===== config.mk =====
export PLATFORM = sky130hd
export DESIGN_NAME = memwb_skid_stage
export DESIGN_NICKNAME = d
export VERILOG_FILES = /design/src/rtl/memwb_skid_stage.sv
export SDC_FILE = /design/constraint.sdc
export NUM_CORES = 1
export LEC_CHECK = 0
export ABC_AREA = 1
export CORE_AREA = 2 2 145 147
export DETAILED_ROUTE_END_ITERATION = 7
export DIE_AREA = 0 0 147 149
export PLACE_DENSITY = 0.84
export SLEW_MARGIN = 20
export SYNTH_ARGS = -nofsm -noshare
export SYNTH_HDL_FRONTEND = slang
export SYNTH_SLANG_ARGS = --single-unit

===== constraint.sdc =====
create_clock -name clk -period 3.2 [get_ports clk]
set_input_delay 0.8 -clock clk [delete_from_list [all_inputs] [get_ports clk]]
set_output_delay 0.8 -clock clk [all_outputs]
set_load 0.005 [all_outputs]

===== src/rtl/memwb_skid_stage.sv =====
// memwb_skid_stage: MEM/WB pipeline stage with a valid/ready handshake and a
// two-entry skid buffer. The head register H drives the outputs and the skid
// register S absorbs one extra entry. Because of S, in_ready can come from a
// register instead of being a combinational function of out_ready.
module memwb_skid_stage #(
    parameter int unsigned DATA_W      = 32,
    parameter int unsigned RD_W        = 5,
    parameter int unsigned ROB_IDX_W   = 4,
    parameter int unsigned ITYPE_W     = 3,
    parameter bit          SUPPRESS_X0 = 1'b1
) (
    input  logic                 clk,
    input  logic                 reset,
    input  logic                 flush,
    input  logic                 in_valid,
    output logic                 in_ready,
    input  logic [DATA_W-1:0]    in_alu_out,
    input  logic [DATA_W-1:0]    in_mem_out,
    input  logic [RD_W-1:0]      in_rd,
    input  logic                 in_mem_to_reg,
    input  logic                 in_write_enable,
    input  logic                 in_complete,
    input  logic [ROB_IDX_W-1:0] in_complete_idx,
    input  logic [ITYPE_W-1:0]   in_instr_type,
    output logic                 out_valid,
    input  logic                 out_ready,
    output logic [DATA_W-1:0]    out_alu_out,
    output logic [DATA_W-1:0]    out_mem_out,
    output logic [DATA_W-1:0]    out_wb_data,
    output logic [RD_W-1:0]      out_rd,
    output logic                 out_mem_to_reg,
    output logic                 out_write_enable,
    output logic                 out_complete,
    output logic [ROB_IDX_W-1:0] out_complete_idx,
    output logic [ITYPE_W-1:0]   out_instr_type
);

    // Payload without the two qualified flags (write_enable, complete).
    // The flags are held separately so that they can be cleared when the
    // stage empties while the payload keeps its stale value.
    localparam int unsigned PAY_W = 3 * DATA_W + RD_W + 1 + ROB_IDX_W + ITYPE_W;

    typedef enum logic [1:0] {
        ST_EMPTY = 2'd0,
        ST_ONE   = 2'd1,
        ST_TWO   = 2'd2
    } state_t;

    state_t             r_state;
    state_t             w_state_nxt;

    logic               r_in_ready;
    logic               r_out_valid;

    logic [PAY_W-1:0]   r_h_pay;
    logic               r_h_we;
    logic               r_h_cmp;
    logic [PAY_W-1:0]   r_s_pay;
    logic               r_s_we;
    logic               r_s_cmp;

    logic [DATA_W-1:0]  w_in_wb_data;
    logic               w_in_we;
    logic [PAY_W-1:0]   w_in_pay;

    logic               w_accept;
    logic               w_drain;

    logic               w_h_load_in;
    logic               w_h_load_s;
    logic               w_s_load;
    logic               w_h_clr;

    // The WB data mux and the x0 suppression sit in front of the capture registers.
    assign w_in_wb_data = in_mem_to_reg ? in_mem_out : in_alu_out;
    assign w_in_we      = in_write_enable & ((!SUPPRESS_X0) | (in_rd != '0));
    assign w_in_pay     = {w_in_wb_data, in_alu_out, in_mem_out, in_rd,
                           in_mem_to_reg, in_complete_idx, in_instr_type};

    // Handshake qualifiers. Both are derived from registered outputs only.
    assign w_accept = in_valid & r_in_ready;
    assign w_drain  = r_out_valid & out_ready;

    // State register
    always_ff @(posedge clk or negedge reset) begin
        if (!reset) begin
            r_state <= ST_EMPTY;
        end else begin
            r_state <= w_state_nxt;
        end
    end

    // Next-state logic. Flush overrides every other transition.
    always_comb begin
        w_state_nxt = r_state;
        case (r_state)
            ST_EMPTY: begin
                if (w_accept) begin
                    w_state_nxt = ST_ONE;
                end
            end
            ST_ONE: begin
                if (w_accept && !w_drain) begin
                    w_state_nxt = ST_TWO;
                end else if (!w_accept && w_drain) begin
                    w_state_nxt = ST_EMPTY;
                end
            end
            ST_TWO: begin
                if (w_drain) begin
                    w_state_nxt = ST_ONE;
                end
            end
            default: begin
                w_state_nxt = ST_EMPTY;
            end
        endcase
        if (flush) begin
            w_state_nxt = ST_EMPTY;
        end
    end

    // Datapath steering: select which storage register loads this cycle.
    always_comb begin
        w_h_load_in = 1'b0;
        w_h_load_s  = 1'b0;
        w_s_load    = 1'b0;
        w_h_clr     = 1'b0;
        case (r_state)
            ST_EMPTY: begin
                w_h_load_in = w_accept;
            end
            ST_ONE: begin
                w_h_load_in = w_accept & w_drain;
                w_s_load    = w_accept & !w_drain;
                w_h_clr     = !w_accept & w_drain;
            end
            ST_TWO: begin
                w_h_load_s  = w_drain;
            end
            default: begin
                w_h_clr     = 1'b1;
            end
        endcase
        if (flush) begin
            w_h_load_in = 1'b0;
            w_h_load_s  = 1'b0;
            w_s_load    = 1'b0;
            w_h_clr     = 1'b1;
        end
    end

    // Registered handshake outputs, computed from the next state.
    always_ff @(posedge clk or negedge reset) begin
        if (!reset) begin
            r_in_ready  <= 1'b1;
            r_out_valid <= 1'b0;
        end else begin
            r_in_ready  <= (w_state_nxt != ST_TWO);
            r_out_valid <= (w_state_nxt != ST_EMPTY);
        end
    end

    // Head register. Its flags drop together with out_valid.
    always_ff @(posedge clk or negedge reset) begin
        if (!reset) begin
            r_h_pay <= '0;
            r_h_we  <= 1'b0;
            r_h_cmp <= 1'b0;
        end else if (w_h_load_in) begin
            r_h_pay <= w_in_pay;
            r_h_we  <= w_in_we;
            r_h_cmp <= in_complete;
        end else if (w_h_load_s) begin
            r_h_pay <= r_s_pay;
            r_h_we  <= r_s_we;
            r_h_cmp <= r_s_cmp;
        end else if (w_h_clr) begin
            r_h_we  <= 1'b0;
            r_h_cmp <= 1'b0;
        end
    end

    // Skid register: catches the entry accepted while the head is stalled.
    always_ff @(posedge clk or negedge reset) begin
        if (!reset) begin
            r_s_pay <= '0;
            r_s_we  <= 1'b0;
            r_s_cmp <= 1'b0;
        end else if (w_s_load) begin
            r_s_pay <= w_in_pay;
            r_s_we  <= w_in_we;
            r_s_cmp <= in_complete;
        end
    end

    // Outputs are direct register views.
    assign in_ready         = r_in_ready;
    assign out_valid        = r_out_valid;
    assign out_write_enable = r_h_we;
    assign out_complete     = r_h_cmp;
    assign {out_wb_data, out_alu_out, out_mem_out, out_rd,
            out_mem_to_reg, out_complete_idx, out_instr_type} = r_h_pay;

endmodule


## After elaboration in Yosys (flattened, before gate mapping)

Index checks and enable logic that the tools add are counted.
W data, S select, Z words.

- Bits in read-only memories: 0
- Logic and storage cells: 50
- Bits in latches: 0
- Output and inout port bits: 113
- Input port bits: 84
- Bits in registers: 226
- Memories: 0
- RAM bits: 0

- $lt $le $gt $ge: 0
- Reduce and logical (&&, ||, !) cells: 10
- $add $sub $neg: 0
- $mul: 0
- Divide/modulo/power cells: 0
- Bitwise logic cells: 6
- Equality and inequality tests: 3
- Multiplexer cells: 22
- Shift operators: 0

Operators with widths:

| operator | count |
|---|---|
| $mux W109 | 2 |
| $mux W32 | 1 |
| $mux W1 | 11 |
| $mux W2 | 5 |
| $and A1 B1 Y1 | 6 |
| $pmux W2 S3 | 1 |
| $reduce_bool A5 Y1 | 1 |
| $pmux W1 S2 | 2 |
| $reduce_bool A2 Y1 | 2 |
| $reduce_bool A3 Y1 | 1 |
| $eq A2 B1 Y1 const B | 1 |
| $eq A2 B2 Y1 const B | 1 |
| $logic_and A1 B1 Y1 | 2 |
| $logic_not A1 Y1 | 2 |
| $logic_not A2 Y1 | 1 |
| $ne A2 B2 Y1 const B | 1 |
| $reduce_or A2 Y1 | 1 |

## Depth between registers and ports, before layout

Gate-level depths: netlist of run 1.

- Depth after elaboration: 8
- Depth in mapped cells: 9
- Depth with buffers taken out: 8

## Worst setup path before layout of run 1

No wires, ideal clock.

- Path kind: input-to-reg
- Start point: input port in_valid
- End point: register r_s_pay[100]
- Library setup time: 0.116 ns
- Required time: 3.084 ns
- Stages: 9
- Arrival time: 1.633 ns
- Slack: 1.450 ns
- Path buffers: 2
- Cells stage by stage: nand2_1 -> inv_2 -> nand3_2 -> nor2_4 -> inv_2 -> buf_6 -> buf_2 -> nand2_1 -> nand2_1

- Word-level cells in the longest chain between the ends: 4

Ends and longest elaborated chain:

| item | line | RTL |
|---|---|---|
| start, declared | 15 | `input logic in_valid,` |
| $and A1 B1 Y1 | 81 | `assign w_accept = in_valid & r_in_ready;` |
| $and A1 B1 Y1 | 135 | `w_s_load = w_accept & !w_drain;` |
| $mux W1 | 129 | `case (r_state)` |
| $mux W1 | 145 | `if (flush) begin` |
| end signal, assigned | 191 | `r_s_pay <= w_in_pay;` |
| end, declared | 58 | `logic [PAY_W-1:0] r_s_pay;` |

No other way between the ends.
A chain may end at the register's enable or synchronous reset.

## Final worst setup path of run 1

- Start point: register r_in_ready, in the netlist in_ready
- End point: output port in_ready

RTL lines:

| item | line | RTL |
|---|---|---|
| start, declared | 52 | `logic r_in_ready;` |
| start signal, assigned | 159 | `r_in_ready <= (w_state_nxt != ST_TWO);` |
| end, declared | 16 | `output logic in_ready,` |

No word-level cell between the ends.

==> reports/results.ini, run 1 <==
[place]
dp_hpwl_um=16600
gp_congestion=0.827
port_buffers=196
placed_area_um2=11800

[power_and_ir_drop]
leakage_nw=6.21
power_w=0.00932
power_per_cell_area_nw_per_um2=742
ir_drop_uv=452

[sta]
worst_slew_pin_slew_ns=0.784
timing.fmax_ghz=0.431
setup_tns_ns=0
skew_ns=0.00980
setup_viol=0
finalMaxSlewViolations=0
hold_viol_final=0
fin_crit_ns=2.32
grt_setup_unrepaired=no
min_period_over_period=0.725
slew_headroom=0.478

[synthesis]
synth_warnings=0
yosysSeqAreaShare=0.585
syn_nets=1257
yosysMostFrequentCell=nand2_1
synthArstFlopShare=1.00
synth_top_cell_area_share=0.582
netlist_area_um2=9670
ys_types=19
synth_flop_cell=dfrtp_1
synth_edf_count=0
synth.largest_area_cell=dfrtp_1
syn_inst=1173
synth_area_leaders=dfrtp_1 58%, nand2_1 25%, nand3_1 6.0%
synth_common_cells=639 x nand2_1, 225 x dfrtp_1, 115 x nand3_1
ys_ff_latch=226
avgSynthCellArea_um2=8.24

[critical_path]
reg2reg_slack_ns=1.46
required_ns=2.40
path_class=register to output pin
cp_num_buf_inv=1
path_cells=clkdlybuf4s50_1
crit_path_start_kind=register
critPathTopFamily=flip-flops
r2r_start=in_ready
crit_fanout=2
crit_path_max_incr_delay_ns=0.53
end_kind=output pin
startpoint=in_ready
worstPathArrival_ns=1.52
crit_slowest_cell=dfstp_2

[min_path]
hp-class=primary input to asynchronous set/reset pin

[floorplan]
die_h_um=149
coreArea_um2=20600
ios=197
die-width_um=147
start_util=0.470
row_count=53
die-area_um2=21900

[clocking]
cts.sinks=226
clk_latency_ns=0.51
cts-resized-gates=0
path_clk_slew_ns=0.06
htree_levels=1
root_buffer=clkbuf_16
clock_path_buffers=3
tritoncts=built
cts_buffers=24
cts_hold_buf=0
post_cts_buffers=0

[finish]
fill_cells=1706
seqCellArea_um2=5660
design_area_um2=12600
area_delta_synth_final_pct=29.8
antenna_cells=0
multi_input_area_um2=3390
postLayoutCoreUtil=0.611
final_nets=1429
drive_above_1_share=0.0463

[global_route]
grt_util_all_layers=0.234
grt.overflow.total=0
grt_pass1_wl_um=41500
grt_max_degree=110
grt_pass1_vias=8119
antenna_found_initial=0

[drt]
wire_per_inst_um=15.8
drc=0
wirelength_um=25800
vias=8358
viasPerCell=5.11
first_iter_violations=529
firstDrtPassIters=5
ant_nets=0

[flow_run]
maxCapViolations=0

[run_status]
outcome=complete, no violations

[worst paths after layout]
check	end	cells past startpoint
max	in_ready	1
min	r_h_pay[97]	1
max reg2reg	r_h_pay[6]	7
min reg2reg	r_s_pay[6]	2
max in group asynchronous	r_s_pay[78]	2
min in group clk	r_s_pay[6]	2
[layout by cell type, fill, tap and decap left out]
| cell | n |
|---|---|
| buf_2 | 1 |
| nand2_2 | 1 |
| dfstp_2 | 1 |
| inv_1 | 40 |
| nand2_1 | 639 |
| inv_2 | 1 |
| bufinv_16 | 2 |
| nand3_1 | 115 |
| a21oi_1 | 1 |
| dfrtp_1 | 225 |
| clkinv_2 | 6 |
| nand3_2 | 1 |
| clkbuf_8 | 5 |
| buf_4 | 5 |
| nor2_1 | 12 |
| clkbuf_16 | 24 |
| nor2_4 | 1 |
| buf_12 | 10 |
| clkdlybuf4s50_1 | 194 |
| inv_4 | 3 |
| o21ai_0 | 40 |
| nand4_1 | 1 |
| clkbuf_1 | 5 |
| o21ai_1 | 26 |
| buf_8 | 1 |
| clkinv_8 | 1 |
[where the power goes]
part	switching, W	internal (W)	total, W	leakage [nW]
Clock	0.00111	0.00166	0.00276	0.392
Combinational	0.00101	0.00118	0.00219	2.98
Sequential	0.000558	0.00381	0.00437	2.84
Total	0.00267	0.00665	0.00932	6.21
[registers in the layout, summed over array words and instances (netlist names)]
name	count
in_ready	1
out_complete	1
out_valid	1
out_write_enable	1
r_h_pay	109
r_s_cmp	1
r_s_pay	109
r_s_we	1
r_state	2
[cell families (layout without fill, tap and decap cells)]
kind of cell | after synthesis | after routing | share of synthesized area
AND/OR/NAND/NOR | 770 | 770 | 0.316
flip-flops | 226 | 226 | 0.585
buffers and inverters | 110 | 298 | 0.0647
AO/OA/AOI/OAI | 67 | 67 | 0.0347
[layout make-up]
cell class / count / area share
clock buffer: 34 / 0.0548
clock inverter: 8 / 0.00807
inverter: 45 / 0.0142
multi-input combinational: 837 / 0.270
sequential: 226 / 0.451
tap: 275 / 0.0274
timing repair buffer: 211 / 0.175
[routing by layer]
layer	vias up	track usage	routed length, um
li1	3993	-	-
met1	4010	0.296	10200
met2	315	0.405	13000
met3	40	0.0569	2070
met4	0	0.0644	594
met5	-	0	0
[stage by stage]
stage	hold slack (ns)	setup slack [ns]	cells
4_1_cts	0.240	0.859	1636
2_1_floorplan	0.442	1.45	1173
3_5_place_dp	0.458	0.713	1594
5_1_grt	0.253	0.831	1636
3_3_place_gp	0.453	0.785	1594
6_report	0.232	0.880	1636
Note: power is estimated with default switching activity, not from simulation.
==> run 2: changes to the inputs <==
Settings changed: CORE_AREA 2 2 145 147 to 2 2 147 149, DIE_AREA 0 0 147 149 to 0 0 149 151, PLACE_DENSITY 0.84 to 0.85.
Clock period 3.2 ns to 2 ns, I/O delays scaled along.
==> reports/results.ini, run 2 (synthesis gave the netlist of run 1 again) <==
[global_route]
grt.overflow.total=0  ; unchanged
antenna_found_initial=0  ; unchanged
grt_pass1_wl_um=42800  ; was 41500 um
grt_max_degree=64  ; was 110
grt_util_all_layers=0.239  ; was 0.234
grt_pass1_vias=8428  ; was 8119

[sta]
fin_ws_ns=0.0359  ; was 0.880 ns
setup_viol=0  ; unchanged
finalMaxSlewViolations=0  ; unchanged
timing.fmax_ghz=0.509
hold_viol_final=0  ; unchanged
grt_setup_unrepaired=no  ; unchanged
worst_slew_pin_slew_ns=0.480  ; was 0.784 ns
fin_crit_ns=1.96
skew_ns=0.0118  ; was 0.00980 ns
min_period_over_period=0.982
slew_headroom=0.680  ; was 0.478

[critical_path]
crit_path_start_kind=register  ; unchanged
reg2regPathDepth=7  ; unchanged
crit_fanout=2  ; unchanged
crit_slowest_cell=clkdlybuf4s50_1  ; was dfstp_2
reg2reg_to=r_h_pay[19]  ; was r_h_pay[6]
path_cells=clkdlybuf4s50_1  ; unchanged
worstPathArrival_ns=1.46  ; was 1.52 ns
end_kind=output pin  ; unchanged
critPathTopFamily=buffers and inverters  ; was flip-flops
path_class=register to output pin  ; unchanged
cp_num_buf_inv=1  ; unchanged
crit_path_max_incr_delay_ns=0.57  ; was 0.53 ns
reg2reg_slack_ns=0.37  ; was 1.46 ns
required_ns=1.50  ; was 2.40 ns
r2r_start=r_state[0]  ; was in_ready

[clocking]
tritoncts=built  ; unchanged
cts_buffers=24  ; unchanged
clock_path_buffers=3  ; unchanged
root_buffer=clkbuf_16  ; unchanged
path_clk_slew_ns=0.06  ; about the same
clk_latency_ns=0.51  ; about the same
htree_levels=1  ; unchanged
cts.sinks=226  ; unchanged

[drt]
ant_nets=0  ; unchanged
drc=0  ; unchanged
viasPerCell=5.14  ; was 5.11
wirelength_um=26700  ; was 25800 um
vias=8532  ; was 8358
firstDrtPassIters=5  ; unchanged
wire_per_inst_um=16.1  ; was 15.8 um
first_iter_violations=634  ; was 529

[finish]
fill_cells=1684  ; was 1706
area_delta_synth_final_pct=32.8  ; was 29.8%
drive_above_1_share=0.0628  ; was 0.0463
mostFrequentLayoutCells=639 x nand2_1, 225 x dfrtp_1, 192 x clkdlybuf4s50_1, 115 x nand3_1  ; was 639 x nand2_1, 225 x dfrtp_1, 194 x clkdlybuf4s50_1, 115 x nand3_1
antenna_cells=0  ; unchanged
largestRegisters=r_h_pay: 109 flops, r_s_pay: 109 flops, r_state: 2 flops  ; unchanged
layout_commonest_cell=nand2_1  ; unchanged
postLayoutCoreUtil=0.617  ; was 0.611
final_nets=1455  ; was 1429

[power_and_ir_drop]
leakage_nw=6.37  ; was 6.21 nW
power_per_cell_area_nw_per_um2=1170  ; was 742 nW/um^2
ir_drop_uv=713  ; was 452 uV

[place]
port_buffers=196  ; unchanged
dp_hpwl_um=17800  ; was 16600 um
gp_congestion=0.833  ; was 0.827
post-place-ws_ns=-0.0877  ; was 0.713 ns

[floorplan]
row_count=53  ; unchanged
die-area_um2=22500  ; was 21900 um^2
start_util=0.464  ; was 0.470
coreArea_um2=20800  ; was 20600 um^2
die_h_um=151  ; was 149 um
die-width_um=149  ; was 147 um
ios=197  ; unchanged

[min_path]
hp-class=primary input to register  ; was primary input to asynchronous set/reset pin
whs_endpoint=r_s_pay[7]
hold_path_depth=4
min_from=in_mem_to_reg

[run_status]
outcome=complete, no violations  ; unchanged

[flow_run]
maxCapViolations=0  ; unchanged

## run 2: changes by cell type in the layout (fill, tap and decap cells not counted)
cell	previous run	this run
clkinvlp_4	0	1
clkbuf_8	5	4
clkbuf_16	24	25
clkinv_8	1	0
dlymetal6s2s_1	0	1
dlygate4sd3_1	0	1
clkbuf_1	5	4
inv_4	3	1
clkinv_2	6	7
buf_12	10	18
clkdlybuf4s50_1	194	192
buf_4	5	22
dlygate4sd2_1	0	1
## run 2: layout make-up
type	count	area, um^2	area share
flip-flops and latches	226	5660	0.440
multi-input cells	837	3390	0.264
repair buffers	237	2500	0.195
clock buffers	33	696	0.0542
well taps	275	344	0.0268
inverters	45	175	0.0136
clock inverters	7	87.6	0.00682
## run 2: worst min-delay path, delay by kind of cell
kind	cells	cell delay, ns
buffers and inverters	2	0.29
AND/OR/NAND/NOR	2	0.12
## run 2: how the worst max path moves through the flow
stage	start	end	slack, ns	cells after the start
finish	r_h_pay[85]	out_wb_data[8]	0.04	1
global route	r_h_pay[85]	out_wb_data[8]	0.003	1
CTS	r_h_pay[84]	out_wb_data[7]	0.02	1
detailed placement	out_ready	r_h_pay[19]	-0.09	9
global placement	out_ready	out_complete	-0.05	11
floorplan	in_ready	r_s_pay[100]	0.53	9
## run 2: power by group
group | internal [W] | switching [W] | total (W)
clock network | 0.00267 | 0.00175 | 0.00442
registers | 0.00609 | 0.000872 | 0.00696
logic | 0.00195 | 0.00166 | 0.00361
total | 0.0107 | 0.00428 | 0.0150
## run 2: timing repair
action	4_1_cts	5_1_grt
resized for setup	1	1
endpoints found under the setup margin	1	1
hold buffers	1	0
hold endpoints to repair	50	0
setup buffers	0	0
## run 2: metrics by stage
stage	TNS (ns)	instance area [um^2]	cells	power [W]	hold WS (ns)
finish	0	12800	1660	0.0150	0.465
global route	0	12800	1660	0.0159	0.473
CTS	0	12800	1660	0.0151	0.448
detailed placement	-3.40	12100	1619	0.0106	0.458
global placement	-0.898	12100	1619	0.0104	0.453
floorplan	0	9670	1173	0.00838	0.204
## run 2: per-layer routing
metal | wire length (um) | track usage | vias up
met4 | 1140 | 0.0995 | 0
met3 | 2420 | 0.0645 | 79
met2 | 13100 | 0.401 | 338
li1 | - | - | 4045
met1 | 10000 | 0.293 | 4070
met5 | 0 | 0 | -
==> RTL edit 1: new RTL, flow settings as in run 2 <==
Set the parameter `SUPPRESS_X0` to 1'b0 (it was 1'b1).
--- a/src/rtl/memwb_skid_stage.sv
+++ b/src/rtl/memwb_skid_stage.sv
@@ -8,5 +8,5 @@
     parameter int unsigned ROB_IDX_W   = 4,
     parameter int unsigned ITYPE_W     = 3,
-    parameter bit          SUPPRESS_X0 = 1'b1
+    parameter bit          SUPPRESS_X0 = 1'b0
 ) (
     input  logic                 clk,
Behaviour: not the same (Yosys sat finds a counterexample within 4 cycles, from zero or initial values and one cycle with reset low).
==> RTL edit 1 against run 2 <==
  * Power decreased by 1.5%
  * Sequential share of layout area increased by 0.50 points
  * Global-route usage decreased by 0.81 points
  * Combinational power decreased by 2%
  * Utilization decreased by 0.69 points
  * Synthesized area decreased by 0.47%
  * Sequential cell count unchanged
  * Clock skew increased by 0.70 ps
  * Routed wire length decreased by 4.0%
  * Largest cell class unchanged
  * Design area decreased by 1.1%
  * Non-clock buffer count decreased by 8
  * Setup slack improved by 20 ps
  * Critical endpoint is now out_wb_data[27]
==> RTL edit 1: results (changes against run 2) <==
| Metric | Value |
|---|---|
| Non-clk bufs | `229 (-3.4%)` |
| Syn Nets | `1255 (-0.16%)` |
| Final net count | `1445 (-0.69%)` |
| Max Buffers Root-to-Sink | `3 (unchanged)` |
| Logic pwr share | `23.8% (-0.3 points)` |
| HP Start | `r_s_pay[103]` |
| Register area share after synthesis | `58.77% (+0.27 points)` |
| Setup crit end | `out_wb_data[27]` |
| Placed insts | `1609 (-0.62%)` |
| CP arrival | `1440 ps (-20 ps)` |
| Hold EP | `r_s_pay[103]` |
| Placed instance area | `0.01192 mm² (-1.1%)` |
| DP HPWL | `17.23 mm (-3.2%)` |
| Critical path launch point | `r_h_pay[104]` |
| Final GP Congestion | `0.8288 (-0.52%)` |
| Top Registers | `r_h_pay x109, r_s_pay x109, r_state x2` |
| Family with the most delay on the worst path | `buffers and inverters` |
| Fillers | `1747 (+3.7%)` |
| Outcome | `finished, final reports clean` |
| Top cells by count, synth | `643 x nand2_1, 225 x dfrtp_1, 116 x nand3_1, 64 x o21ai_0, 37 x inv_1` |
| Max rail drop VDD | `0.0007335 V (+2.9%)` |
| Clk cell area share | `5.979% (-0.12 points)` |
| Worst Skew | `12.52 ps (+0.6969 ps)` |
| Max_slew headroom | `73.90% (+5.9 points)` |
| Inverters | `44 (-2.2%)` |
| Layout Area Growth over Synthesis | `31.96%` |
| Sequential share of cell area | `44.53% (+0.50 points)` |
| Total Routing Usage GR | `23.08% (-0.81 points)` |
| Reg2reg start | `in_ready` |
| H-tree Lvls | `1 (unchanged)` |
| Max incr delay on CP | `520 ps (-50 ps)` |
| Share of cells above drive strength 1 | `6.028% (-0.25 points)` |
| DRT iter0 DRCs | `594 (-6.3%)` |
| Synth top area cells | `dfrtp_1 58%, nand2_1 25%, nand3_1 6.0%` |
| Clkbuf count | `35 (+6.1%)` |
| FF-to-FF End | `r_s_pay[59]` |
| Comb. pwr | `0.00352 W (-2%)` |
| Multi-input gate count | `836 (-0.12%)` |
| Vias in the first global route | `8267 (-1.9%)` |
| Via/cell ratio | `5.123 (-0.33%)` |
| DRT Wirelength | `25.64 mm (-4.0%)` |
| Hold_ws | `469.9 ps (+4.979 ps)` |
| Initial antenna violation count | `0 (unchanged)` |
| Clk. pwr | `0.00427 W (-3%)` |
| Largest net degree at the start of global routing | `67 (+4.7%)` |
| First-pass GRT wire length | `41.96 mm (-2.0%)` |
| Mapped cell area | `0.009625 mm² (-0.47%)` |
| Reg2reg setup slack | `430 ps (+60 ps)` |
| Diodes inserted | `0 (unchanged)` |
| Int Pwr | `0.01047 W (-2.3%)` |
| Non-clock buffering overhead | `18.76% (-0.69 points)` |
| Synth unique cells | `17 (-2)` |
| P_leak | `6.335 nW (-0.48%)` |
| Syn_area_per_cell | `8.220 µm² (-0.30%)` |
| Hold Path Class | `reg -> reg` |
| Multi-input combinational area share | `26.64% (+0.26 points)` |
| Hold depth | `2 (-2)` |
| Post-place setup slack | `-40.94 ps (+46.79 ps)` |
| Non-filler cells, final | `1652 (-0.48%)` |
RTL edit 1: changes by cell type after synthesis, moves of 2 or more:
cell | before | now
nand2_1 | 639 | 643
buf_2 | 29 | 24
buf_4 | 3 | 1
clkbuf_1 | 8 | 17
inv_2 | 4 | 7
nor2_1 | 12 | 8
inv_1 | 41 | 37
buf_6 | 22 | 19
o21ai_1 | 26 | 0
o21ai_0 | 40 | 64
RTL edit 1: logic make-up after synthesis:
group / after synthesis / synth area share (%)
buffers and inverters: 109 / 6.084
flip-flops: 226 / 58.77
AO/OA/AOI/OAI: 65 / 3.380
AND/OR/NAND/NOR: 771 / 31.77
RTL edit 1: metal layers:
metal	GRT usage [%]	wire length, µm	up-vias
met4	6.286	607	0
li1	-	-	4016
met1	30.74	10420	4060
met3	6.054	2469	47
met5	0	0	-
met2	37.67	12140	340
RTL edit 1: what timing repair did:
item,in CTS,in global routing
gates resized for setup,1,4
hold endpoints to repair,38,0
gates cloned,0,0
endpoints found under the setup margin,1,4
hold buffers,1,0
==> RTL edit 2: new RTL, flow settings as in run 2 <==
Without the edit above. Reset style: synchronous (`reset`), changed in 4 clocked blocks.
--- a/src/rtl/memwb_skid_stage.sv
+++ b/src/rtl/memwb_skid_stage.sv
@@ -83,5 +83,5 @@
 
     // State register
-    always_ff @(posedge clk or negedge reset) begin
+    always_ff @(posedge clk) begin
         if (!reset) begin
             r_state <= ST_EMPTY;
@@ -152,5 +152,5 @@
 
     // Registered handshake outputs, computed from the next state.
-    always_ff @(posedge clk or negedge reset) begin
+    always_ff @(posedge clk) begin
         if (!reset) begin
             r_in_ready  <= 1'b1;
@@ -163,5 +163,5 @@
 
     // Head register. Its flags drop together with out_valid.
-    always_ff @(posedge clk or negedge reset) begin
+    always_ff @(posedge clk) begin
         if (!reset) begin
             r_h_pay <= '0;
@@ -183,5 +183,5 @@
 
     // Skid register: catches the entry accepted while the head is stalled.
-    always_ff @(posedge clk or negedge reset) begin
+    always_ff @(posedge clk) begin
         if (!reset) begin
             r_s_pay <= '0;
Formal check against the unedited RTL: differs if reset is asserted again (counterexample within 4 cycles, from zero or initial values and one cycle with reset low); with reset held inactive, the same outputs for 4 cycles.
==> RTL edit 2 against run 2 <==
  * Count of clock-buffer cells in the layout up 2
  * Design area up 3.2%
  * Utilization up 2.0 points
  * Routed wire length up 12%
  * Sequential cell count unchanged
  * First-iteration DRC count up 17%
  * Synthesized area up 1.3%
  * Setup slack worse by 1.8 ps
  * Highest routed layer unchanged
Power is not compared: it rests on default switching activity, and its combinational part moved more than twofold at a synthesized area within 25%.
==> RTL edit 2: results (changes against run 2) <==
| Metric | Value |
|---|---|
| First-pass GRT wire length | `47.78 mm (+12%)` |
| PortBufs | `196 (unchanged)` |
| Top cells by count, synth | `296 x nand2_1, 293 x nor2_1, 226 x dfxtp_1, 203 x nand3_1, 149 x inv_1` |
| Slowest stage cell, crit path | `clkdlybuf4s50_1` |
| Reg2reg setup slack | `260 ps (-110 ps)` |
| DRT iter0 DRCs | `744 (+17%)` |
| Final GP Congestion | `0.9006 (+8.1%)` |
| Max Cap Violations | `0 (unchanged)` |
| Synth unique cells | `16 (-3)` |
| Max rail drop VDD | `0.0006490 V` |
| Post-CTS Resized | `0 (-1)` |
| Wire length on met3 | `2.515 mm (+4.0%)` |
| Top Metal Used | `met4` |
| Max_slew headroom | `71.55% (+3.5 points)` |
| Post-place setup slack | `-188.2 ps (-100.5 ps)` |
| Outcome | `finished, final reports clean` |
| Fillers | `1787 (+6.1%)` |
| Register area share after synthesis | `46.20% (-12 points)` |
| Worst Skew | `5.790 ps (-6.037 ps)` |
| Placed insts | `1903 (+18%)` |
| M1 WL | `12.47 mm (+24%)` |
| Largest net degree at the start of global routing | `76 (+19%)` |
| WL met2 | `14.11 mm (+7.7%)` |
| FF-to-FF path depth | `6 (-1)` |
| Post-CTS Setup Inserts | `0 (unchanged)` |
| P_leak | `5.728 nW` |
| Ys flop type | `dfxtp_1` |
| Crit path time final | `1966 ps (+1.826 ps)` |
| WL/cell | `15.42 µm (-4.2%)` |
| H-tree Lvls | `1 (unchanged)` |
| Syn Nets | `1559 (+24%)` |
| Async set-reset flop share out of synthesis | `0% (-100 points)` |
| Placed instance area | `0.01246 mm² (+3.4%)` |
| DRT Wirelength | `30.00 mm (+12%)` |
| Setup crit end | `out_alu_out[23]` |
| Syn_area_per_cell | `6.639 µm² (-19%)` |
| Reg2reg start | `r_state[0]` |
| Via/cell ratio | `5.220 (+1.6%)` |
| DP HPWL | `20.13 mm (+13%)` |
| Initial antenna violation count | `3 (+3)` |
| Vias in the first global route | `9515 (+13%)` |
| Final net count | `1738 (+19%)` |
| Synth top area cells | `dfxtp_1 46%, nand2_1 11%, nor2_1 11%` |
| Hold depth | `3 (-1)` |
| Family with the most delay on the worst path | `buffers and inverters` |
| Critical path launch point | `r_h_pay[68]` |
| Total Routing Usage GR | `26.17% (+2.3 points)` |
| CP arrival | `1470 ps` |
| Share of cells above drive strength 1 | `6.531% (+0.25 points)` |
| FF-to-FF End | `r_s_pay[57]` |
[RTL edit 2: changes by cell type in the layout (fill, tap and decap cells not counted), sizes merged, moves of 4 or more]
cell / run 2 / this run
nand2: 640 / 296
nor2: 13 / 294
dfxtp: 0 / 226
dfrtp: 225 / 0
inv: 42 / 154
o21ai: 66 / 159
nand3: 116 / 204
a21oi: 1 / 39
buf: 42 / 61
clkinv: 7 / 3
[RTL edit 2: kinds of logic after synthesis]
logic type | Yosys count | synth area share [%]
buf+inv | 256 | 10.46
compound gates | 198 | 10.12
simple gates | 795 | 33.22
flops | 226 | 46.20
[RTL edit 2: final cells by class]
cell class	count	area, µm²	area share (%)
inverter	154	580.6	4.381
timing repair buffer	255	2723	20.54
clock buffer	35	703.2	5.306
multi-input combinational	993	4290	32.37
clock inverter	6	82.58	0.6231
antenna	2	5.005	0.03776
tap	275	344.1	2.596
sequential	226	4524	34.14
[RTL edit 2: tightest hold or removal path, cell delays in order]
cell	delay [ps]
buf_4	240
nand2_1	110
inv_1	30
[RTL edit 2: per-layer routing]
layer | vias to the layer above | global-route usage, %
met5 | - | 0
met3 | 66 | 5.633
li1 | 4979 | -
met2 | 410 | 43.99
met4 | 0 | 10.19
met1 | 4703 | 32.97
[RTL edit 2: report_power, final]
part	switching [W]	internal, W	total [W]
clock network	0.00178	0.00268	0.00446
logic	0.000661	0.000622	0.00128
registers	0.0000953	0.00467	0.00476
[RTL edit 2: how the worst min path moves through the flow]
stage / start / slack, ps / end
6_report: reset / 430 / r_h_pay[14]
5_1_grt: reset / 430 / r_h_pay[15]
4_1_cts: reset / 410 / r_h_pay[8]
3_5_place_dp: r_h_pay[83] / 460 / r_h_pay[83]
3_3_place_gp: r_h_pay[30] / 450 / r_h_pay[30]
2_1_floorplan: r_s_we / 450 / r_s_we
